## config.mk

```make
export PLATFORM = sky130hd
export DESIGN_NAME = multi_debouncer
export DESIGN_NICKNAME = d
export VERILOG_FILES = /design/src/rtl/debounce_pkg.sv /design/src/rtl/debounce_ch.sv /design/src/rtl/multi_debouncer.sv
export SDC_FILE = /design/constraint.sdc
export NUM_CORES = 1
export LEC_CHECK = 0
export ABC_AREA = 1
export CAP_MARGIN = 20
export CORE_ASPECT_RATIO = 0.5
export CORE_MARGIN = 4
export CORE_UTILIZATION = 30
export DETAILED_ROUTE_END_ITERATION = 7
export PLACE_DENSITY_LB_ADDON = 0.05
export SLEW_MARGIN = 30
export SYNTH_ARGS = -nofsm -noshare
export SYNTH_HDL_FRONTEND = slang
export SYNTH_SLANG_ARGS = --single-unit
```

## constraint.sdc

```tcl
create_clock -name clk_i -period 3.3 [get_ports clk_i]
set_input_delay 0.495 -clock clk_i [delete_from_list [all_inputs] [get_ports clk_i]]
set_output_delay 0.495 -clock clk_i [all_outputs]
set_load 0.05 [all_outputs]
```

## src/rtl/debounce_pkg.sv

```systemverilog
// ============================================================================
// Module   : debounce_pkg
// Purpose  : Shared state encoding and default sizing for the switch debouncer.
// Revision : 1.0 - initial release
// ============================================================================
`default_nettype none

package debounce_pkg;

  typedef enum logic [1:0] {
    ZERO  = 2'd0,
    WAIT1 = 2'd1,
    ONE   = 2'd2,
    WAIT0 = 2'd3
  } db_state_e;

  localparam int unsigned c_DEF_N_CH          = 4;
  localparam int unsigned c_DEF_CNT_W         = 20;
  localparam int unsigned c_DEF_STABLE_CYCLES = 1000000;
  localparam int unsigned c_DEF_SYNC_STAGES   = 2;

endpackage

`default_nettype wire

```

## src/rtl/debounce_ch.sv

```systemverilog
// ============================================================================
// Module   : debounce_ch
// Purpose  : One debouncer channel: synchroniser, stability counter, level FSM.
//            DEBOUNCE_FALL_TICK_EN adds the db_fall_o falling-edge pulse.
// Revision : 1.0 - initial release
// ============================================================================
`default_nettype none

module debounce_ch
  import debounce_pkg::*;
#(
  parameter int unsigned CNT_W         = c_DEF_CNT_W,
  parameter int unsigned STABLE_CYCLES = c_DEF_STABLE_CYCLES,
  parameter int unsigned SYNC_STAGES   = c_DEF_SYNC_STAGES
) (
  input  logic clk_i,
  input  logic rst_ni,
  input  logic en_i,
  input  logic sw_i,
  output logic db_level_o,
  output logic db_tick_o
`ifdef DEBOUNCE_FALL_TICK_EN
  ,
  output logic db_fall_o
`endif
);

  localparam logic [CNT_W-1:0] c_CNT_LAST = CNT_W'(STABLE_CYCLES - 1);

  logic [SYNC_STAGES-1:0] r_sync;
  logic                   w_sw_sync;
  logic [CNT_W-1:0]       r_cnt;
  db_state_e              r_state;
  logic                   r_level;
  logic                   r_tick;
`ifdef DEBOUNCE_FALL_TICK_EN
  logic                   r_fall;
`endif

  always_ff @(posedge clk_i or negedge rst_ni) begin
    if (!rst_ni) begin
      r_sync <= '0;
    end else begin
      r_sync <= {r_sync[SYNC_STAGES-2:0], sw_i};
    end
  end

  assign w_sw_sync = r_sync[SYNC_STAGES-1];

  // Level only moves on a WAIT->stable transition; a rejected bounce
  // falls back to the stable state without touching the outputs.
  always_ff @(posedge clk_i or negedge rst_ni) begin
    if (!rst_ni) begin
      r_state <= ZERO;
      r_cnt   <= '0;
      r_level <= 1'b0;
      r_tick  <= 1'b0;
`ifdef DEBOUNCE_FALL_TICK_EN
      r_fall  <= 1'b0;
`endif
    end else begin
      r_tick <= 1'b0;
`ifdef DEBOUNCE_FALL_TICK_EN
      r_fall <= 1'b0;
`endif
      if (!en_i) begin
        r_cnt <= '0;
        if (r_state == WAIT1) begin
          r_state <= ZERO;
        end else if (r_state == WAIT0) begin
          r_state <= ONE;
        end
      end else begin
        unique case (r_state)
          ZERO: begin
            if (w_sw_sync) begin
              r_state <= WAIT1;
              r_cnt   <= '0;
            end
          end
          WAIT1: begin
            if (!w_sw_sync) begin
              r_state <= ZERO;
              r_cnt   <= '0;
            end else if (r_cnt == c_CNT_LAST) begin
              r_state <= ONE;
              r_cnt   <= '0;
              r_level <= 1'b1;
              r_tick  <= 1'b1;
            end else begin
              r_cnt <= r_cnt + CNT_W'(1);
            end
          end
          ONE: begin
            if (!w_sw_sync) begin
              r_state <= WAIT0;
              r_cnt   <= '0;
            end
          end
          WAIT0: begin
            if (w_sw_sync) begin
              r_state <= ONE;
              r_cnt   <= '0;
            end else if (r_cnt == c_CNT_LAST) begin
              r_state <= ZERO;
              r_cnt   <= '0;
              r_level <= 1'b0;
`ifdef DEBOUNCE_FALL_TICK_EN
              r_fall  <= 1'b1;
`endif
            end else begin
              r_cnt <= r_cnt + CNT_W'(1);
            end
          end
          default: begin
            r_state <= ZERO;
            r_cnt   <= '0;
          end
        endcase
      end
    end
  end

  assign db_level_o = r_level;
  assign db_tick_o  = r_tick;
`ifdef DEBOUNCE_FALL_TICK_EN
  assign db_fall_o  = r_fall;
`endif

endmodule

`default_nettype wire

```

## src/rtl/multi_debouncer.sv

```systemverilog
// ============================================================================
// Module   : multi_debouncer
// Purpose  : N_CH independent switch debouncers with a shared enable.
//            DEBOUNCE_FALL_TICK_EN adds the db_fall_o falling-edge pulses.
// Revision : 1.0 - initial release
// ============================================================================
`default_nettype none

module multi_debouncer
  import debounce_pkg::*;
#(
  parameter int unsigned N_CH          = c_DEF_N_CH,
  parameter int unsigned CNT_W         = c_DEF_CNT_W,
  parameter int unsigned STABLE_CYCLES = c_DEF_STABLE_CYCLES,
  parameter int unsigned SYNC_STAGES   = c_DEF_SYNC_STAGES
) (
  input  logic            clk_i,
  input  logic            rst_ni,
  input  logic            en_i,
  input  logic [N_CH-1:0] sw_i,
  output logic [N_CH-1:0] db_level_o,
  output logic [N_CH-1:0] db_tick_o
`ifdef DEBOUNCE_FALL_TICK_EN
  ,
  output logic [N_CH-1:0] db_fall_o
`endif
);

  generate
    for (genvar k = 0; k < N_CH; k++) begin : g_ch
      debounce_ch #(
        .CNT_W         (CNT_W),
        .STABLE_CYCLES (STABLE_CYCLES),
        .SYNC_STAGES   (SYNC_STAGES)
      ) u_ch (
        .clk_i      (clk_i),
        .rst_ni     (rst_ni),
        .en_i       (en_i),
        .sw_i       (sw_i[k]),
        .db_level_o (db_level_o[k]),
        .db_tick_o  (db_tick_o[k])
`ifdef DEBOUNCE_FALL_TICK_EN
        ,
        .db_fall_o  (db_fall_o[k])
`endif
      );
    end
  endgenerate

endmodule

`default_nettype wire

```

# Yosys cells after proc, flatten, opt, wreduce, memory -nomap -nowiden
# Cells that the tools add are included.
[classes] addsub=4 n_mul=0 div_mod_pow=0 magnitude_cmp=0 n_eq_ne=48 shifts=0 muxes=104 n_bitwise=0 n_reduce_logical=24
[op_table] op="$mux W20" n=24
[op_table] op="$pmux W20 S4" n=4
[op_table] op="$add A20 B1 Y20 const B" n=4
[op_table] op="$eq A20 B20 Y1 const B" n=4
[op_table] op="$mux W2" n=36
[op_table] op="$mux W1" n=32
[op_table] op="$pmux W2 S4" n=4
[op_table] op="$ne A2 B2 Y1 const B" n=12
[op_table] op="$reduce_and A6 Y1" n=4
[op_table] op="$reduce_and A5 Y1" n=4
[op_table] op="$eq A2 B2 Y1 const B" n=8
[op_table] op="$ne A4 B3 Y1 const B" n=4
[op_table] op="$ne A4 B4 Y1 const B" n=4
[op_table] op="$ne A3 B2 Y1 const B" n=4
[op_table] op="$ne A3 B3 Y1 const B" n=4
[op_table] op="$reduce_bool A3 Y1" n=4
[op_table] op="$eq A2 B1 Y1 const B" n=4
[op_table] op="$logic_not A2 Y1" n=4
[op_table] op="$ne A2 B1 Y1 const B" n=4
[op_table] op="$pmux W1 S2" n=4
[op_table] op="$reduce_and A2 Y1" n=4
[op_table] op="$reduce_bool A2 Y1" n=4
[word_totals] regBits=104 latchBits=0 mem_bits_rw=0 mem_bits_ro=0 inputBits=7 out_inout_bits=8 elab_cells=200 mem_count=0

# Depth between registers and ports, before layout
[logic_depth] word_depth=5 mapped_depth=11 ltp_nobuf=11

# Modules after synthesis
# Synthesis repeated with hierarchy kept, for this count alone.
[unflattened] cells_unflattened=868 hier_area_um2=6658.9
[modules_own_cells] module="debounce_ch at g_ch[1].u_ch ..." n_inst=2 cells_each=219 area_per_inst_um2=1680.4 seq_area_each_um2=650.6
[modules_own_cells] module="debounce_ch at g_ch[0].u_ch ..." n_inst=2 cells_each=215 area_per_inst_um2=1649.1 seq_area_each_um2=650.6

# Worst setup path after synthesis
# OpenSTA, ideal clock, no wires.
[synth_timing] path_kind="reg2reg" from="register g_ch[0].u_ch.r_cnt[0]" to="register g_ch[0].u_ch.r_cnt[16]" setup_time_ns=0.117 t_arrival_ns=1.373 path_slack_ns=1.809 stages_incl_launch_ff=9 path_buffers=0 cell_sequence="dfrtp_1 > ha_1 > nand2_1 > nor2_1 > nand4_1 > nor2_2 > nand3_1 > nand3_1 > nand2_1"
[synth_between] elab_chain_len=5 word_cells_on_any_way=7 classes_between="add/sub (1); eq/ne (1); mux (5)"
[synth_rtl] item="from (decl)" line="debounce_ch.sv:32" source="logic [CNT_W-1:0] r_cnt;"
[synth_rtl] item="from (signal assigned)" line="debounce_ch.sv:91" source="r_cnt <= r_cnt + CNT_W'(1);"
[synth_rtl] item="from (signal assigned)" line="debounce_ch.sv:112" source="r_cnt <= r_cnt + CNT_W'(1);"
[synth_rtl] item="$add A20 B1 Y20 or $eq A20 B20 Y1 (tied branches)"
[synth_rtl] item="$mux W20 *" line="debounce_ch.sv:85, debounce_ch.sv:104"
[synth_rtl] item="$mux W20, on equally long branches" line="debounce_ch.sv:101, debounce_ch.sv:82"
[synth_rtl] item="$pmux W20 S4 *" line="debounce_ch.sv:74" source="unique case (r_state)"
[synth_rtl] item="$mux W20 *" line="debounce_ch.sv:66" source="if (!en_i) begin"
# Mark *: on every way between the ends. The rest lies on a longest branch, timed or not.
# A chain may end at the register's enable or synchronous reset.

# Worst setup path after layout
[layout_timing] from="input en_i" to="register g_ch[0].u_ch.r_cnt[4]"
[layout_between] elab_chain_len=2 word_cells_on_any_way=4 classes_between="eq/ne (2); mux (1); reduce/logical (1)"
[layout_rtl] item="from (decl)" line="multi_debouncer.sv:19" source="input logic en_i,"
[layout_rtl] item="$ne A3 B3 Y1 (no source line) or $ne A3 B2 Y1 (tied branches)"
[layout_rtl] item="$reduce_and A2 Y1 (no source line)"
# Parallel ways exist; a longest one is shown, timed or not.

==> run summary <==
status: finished, final reports clean
Worst path max stage delay: 760 ps
grt ovf: 0
wire per inst: 13.1 um
pin count of the biggest net entering global routing: 72
share of layout cells above drive strength 1: 8.83%
Clock Tree Buf Depth: 2
number of global-route vias before repair: 4,959
Port Buffers: 14
Yosys reg bits: 104
Cell Rows: 36
fin crit period: 2250 ps
top post-synthesis cells by count: 224 x nand2_1, 122 x nor2_1, 104 x dfrtp_1
Max Slew Vio Count: 0
Post-CTS Hold Fix Bufs: 0
DR vias: 5,153
largest fanout on the critical path: 16
VDD IR-drop max: 207 uV
Max Clock Skew: 9.33 ps
maxcap violations: 0
I/O pins: 15
DIE WIDTH: 210 um
Starting DRT DRC Count: 310
CTS clk-pin slew, worst paths: 70 ps
Root Driver: clkbuf_16
placed insts: 1,099
final period utilization: 68.2%
final hold vios: 0
synth top area cells: dfrtp_1 43%, nand2_1 14%, nor2_1 7.5%, inv_1 5.5%, nand3_1 5.3%
top-count cell post-synth: nand2_1
element type at the critical path start: input port
critical path data arrival time: 2510 ps
Ant. Diodes: 0
CP top delay family: buffers and inverters
cts repair resizes: 0
CP required: 3560 ps
Yosys cell types: 42
H-tree levels: 3
routability cong.: 0.783
total CTS buffers: 9
setup_tns: 0 ps
CTS tree: done
cell breakdown of the critical path: clkdlybuf4s50_1 > buf_4 > nand2_1 > a21oi_4 > inv_2 > nand2_2 > inv_2 > nor3_1
Slew @ Worst Pin: 551 ps
critical path class: in -> reg
sequential area share after synthesis: 42.7%
YS warnings: 0
CP max stage cell: clkdlybuf4s50_1
layout net count: 855
initial antenna violation count: 0
TritonCTS Sinks: 104
insertion delay to the later sink of the worst-skew pair: 350 ps
vias per cell: 4.62
post-placement cell area: 6480 um^2
pwr dens: 464 nW/um^2
Synth Instances: 831
Synth-to-Final Area Change: 11.1%
cell taking the most area after synthesis: dfrtp_1
syn avg cell area: 7.33 um^2
final non-filler cell total: 1,115
RSZ-0062 raised after global routing: no
Worst path most repeated cell: inv_2
Core Area: 19,700 um^2
DP HPWL: 10.6 mm
first-pass GRT wire length: 25.2 mm
routed wire length: 14.6 mm
crit path buf inv count: 4
Post-Route Utilization: 34.4%
CP Capture Type: flip-flop
Max-Slew Margin vs Limit: 63.2%
Post-CTS Setup Inserts: 0
share of the synthesized area in the top cell type: 42.7%
Initial Util: 30.9%
max frequency: 0.444 GHz
ANT nets after route: 0
Final Setup Violations: 0
Synth Net Count: 842
DRT Pass-1 Iters: 5
Synth Flop Type: dfrtp_1
fraction of registers with async set/reset: 100%
Lkg Pwr: 2.90 nW
Die Height: 109 um
# DRC: 0
area of the die: 22,800 um^2
GRT Util Overall: 13.5%
Design Area, Final: 6770 um^2
EDFF count, synth: 0
Worst Hold Class: in -> async
Post-Syn Area: 6090 um^2
## per-layer routing
metal  vias to the layer above  global-route usage [%]  wire length, um
met5                         -                       0                0
met2                        65                    20.7             6120
met4                         0                    2.56              117
met1                      2393                    19.9             7970
met3                        10                    2.99              447
li1                       2685                       -                -
## cells by family (layout without fill, tap and decap cells)
family                     count (synthesis)  in the layout  synth area share, %
and+or+nand+nor                          505            505                 37.9
buffers and inverters                    120            138                 8.46
DFF                                      104            104                 42.7
AOI/OAI and AO/OA                         79             79                 7.21
xor gates and xnor gates                  19             19                 2.85
adders and majority gates                  4              4                0.822
## worst reg2reg max path, cell delays in order, from the launching register on
cell and delay (ps):
dfrtp_1 390, ha_1 250, nand3_1 130, nor2_2 190, inv_2 100, nor2_4 120, nand3_4 140, nand2_4 180
nand2_4 80, inv_2 140, nor2_1 70
## power by group
part           switching, W  leakage [nW]  total, W  internal (W)
sequential        0.0000762          1.42   0.00142       0.00134
combinational      0.000472          1.35  0.000644      0.000171
clock              0.000534         0.141   0.00108      0.000545
total               0.00108          2.90   0.00314       0.00206
## final timing paths
| check | start | end | slack [ps] | cells past startpoint |
|---|---|---|---|---|
| setup / recovery | en_i | g_ch[0].u_ch.r_cnt[4] | 1050 | 8 |
| hold / removal | rst_ni | g_ch[1].u_ch.r_cnt[9] | 100 | 1 |
| setup reg to reg | g_ch[1].u_ch.r_cnt[0] | g_ch[1].u_ch.r_cnt[12] | 1390 | 10 |
| hold reg to reg | g_ch[1].u_ch.r_sync[0] | g_ch[1].u_ch.r_sync[1] | 350 | 0 |
| max in group asynchronous | rst_ni | g_ch[0].u_ch.r_cnt[7] | 2450 | 2 |
| min in group clk_i | g_ch[1].u_ch.r_sync[0] | g_ch[1].u_ch.r_sync[1] | 350 | 0 |
## final cells by class
type | count | area [um^2]
Fill cell | 2070 | 12900
Multi-Input combinational cell | 607 | 2970
Sequential cell | 104 | 2600
Inverter | 106 | 404
Tap cell | 266 | 333
Clock buffer | 10 | 239
Timing Repair Buffer | 16 | 165
Clock inverter | 6 | 50.0
## stage by stage
| step | power (W) | hold slack [ps] | setup slack [ps] |
|---|---|---|---|
| floorplan | 0.00193 | 199 | 1810 |
| global placement | 0.00210 | 338 | 718 |
| detailed placement | 0.00210 | 339 | 606 |
| CTS | 0.00321 | 113 | 1010 |
| global route | 0.00334 | 132 | 762 |
| finish | 0.00314 | 97.5 | 1050 |
## registers in the layout, indices dropped and copies added, names as in the netlist, named ones only
signal                count
g_ch.u_ch.db_tick_o       4
g_ch.u_ch.r_sync          8
g_ch.u_ch.r_state         4
g_ch.u_ch.db_level_o      4
g_ch.u_ch.r_cnt          80
## cells in the final DEF (no fill, tap or decap), types with 22 or more instances in the layout
master / netlist / final
nand2_1: 224 / 224
nor2_1: 122 / 122
dfrtp_1: 104 / 104
inv_1: 89 / 89
nand3_1: 65 / 65
o21ai_0: 29 / 29
nand4_1: 28 / 28
a21oi_1: 27 / 27
nor3_1: 22 / 22
(Power assumes the default switching activity.)
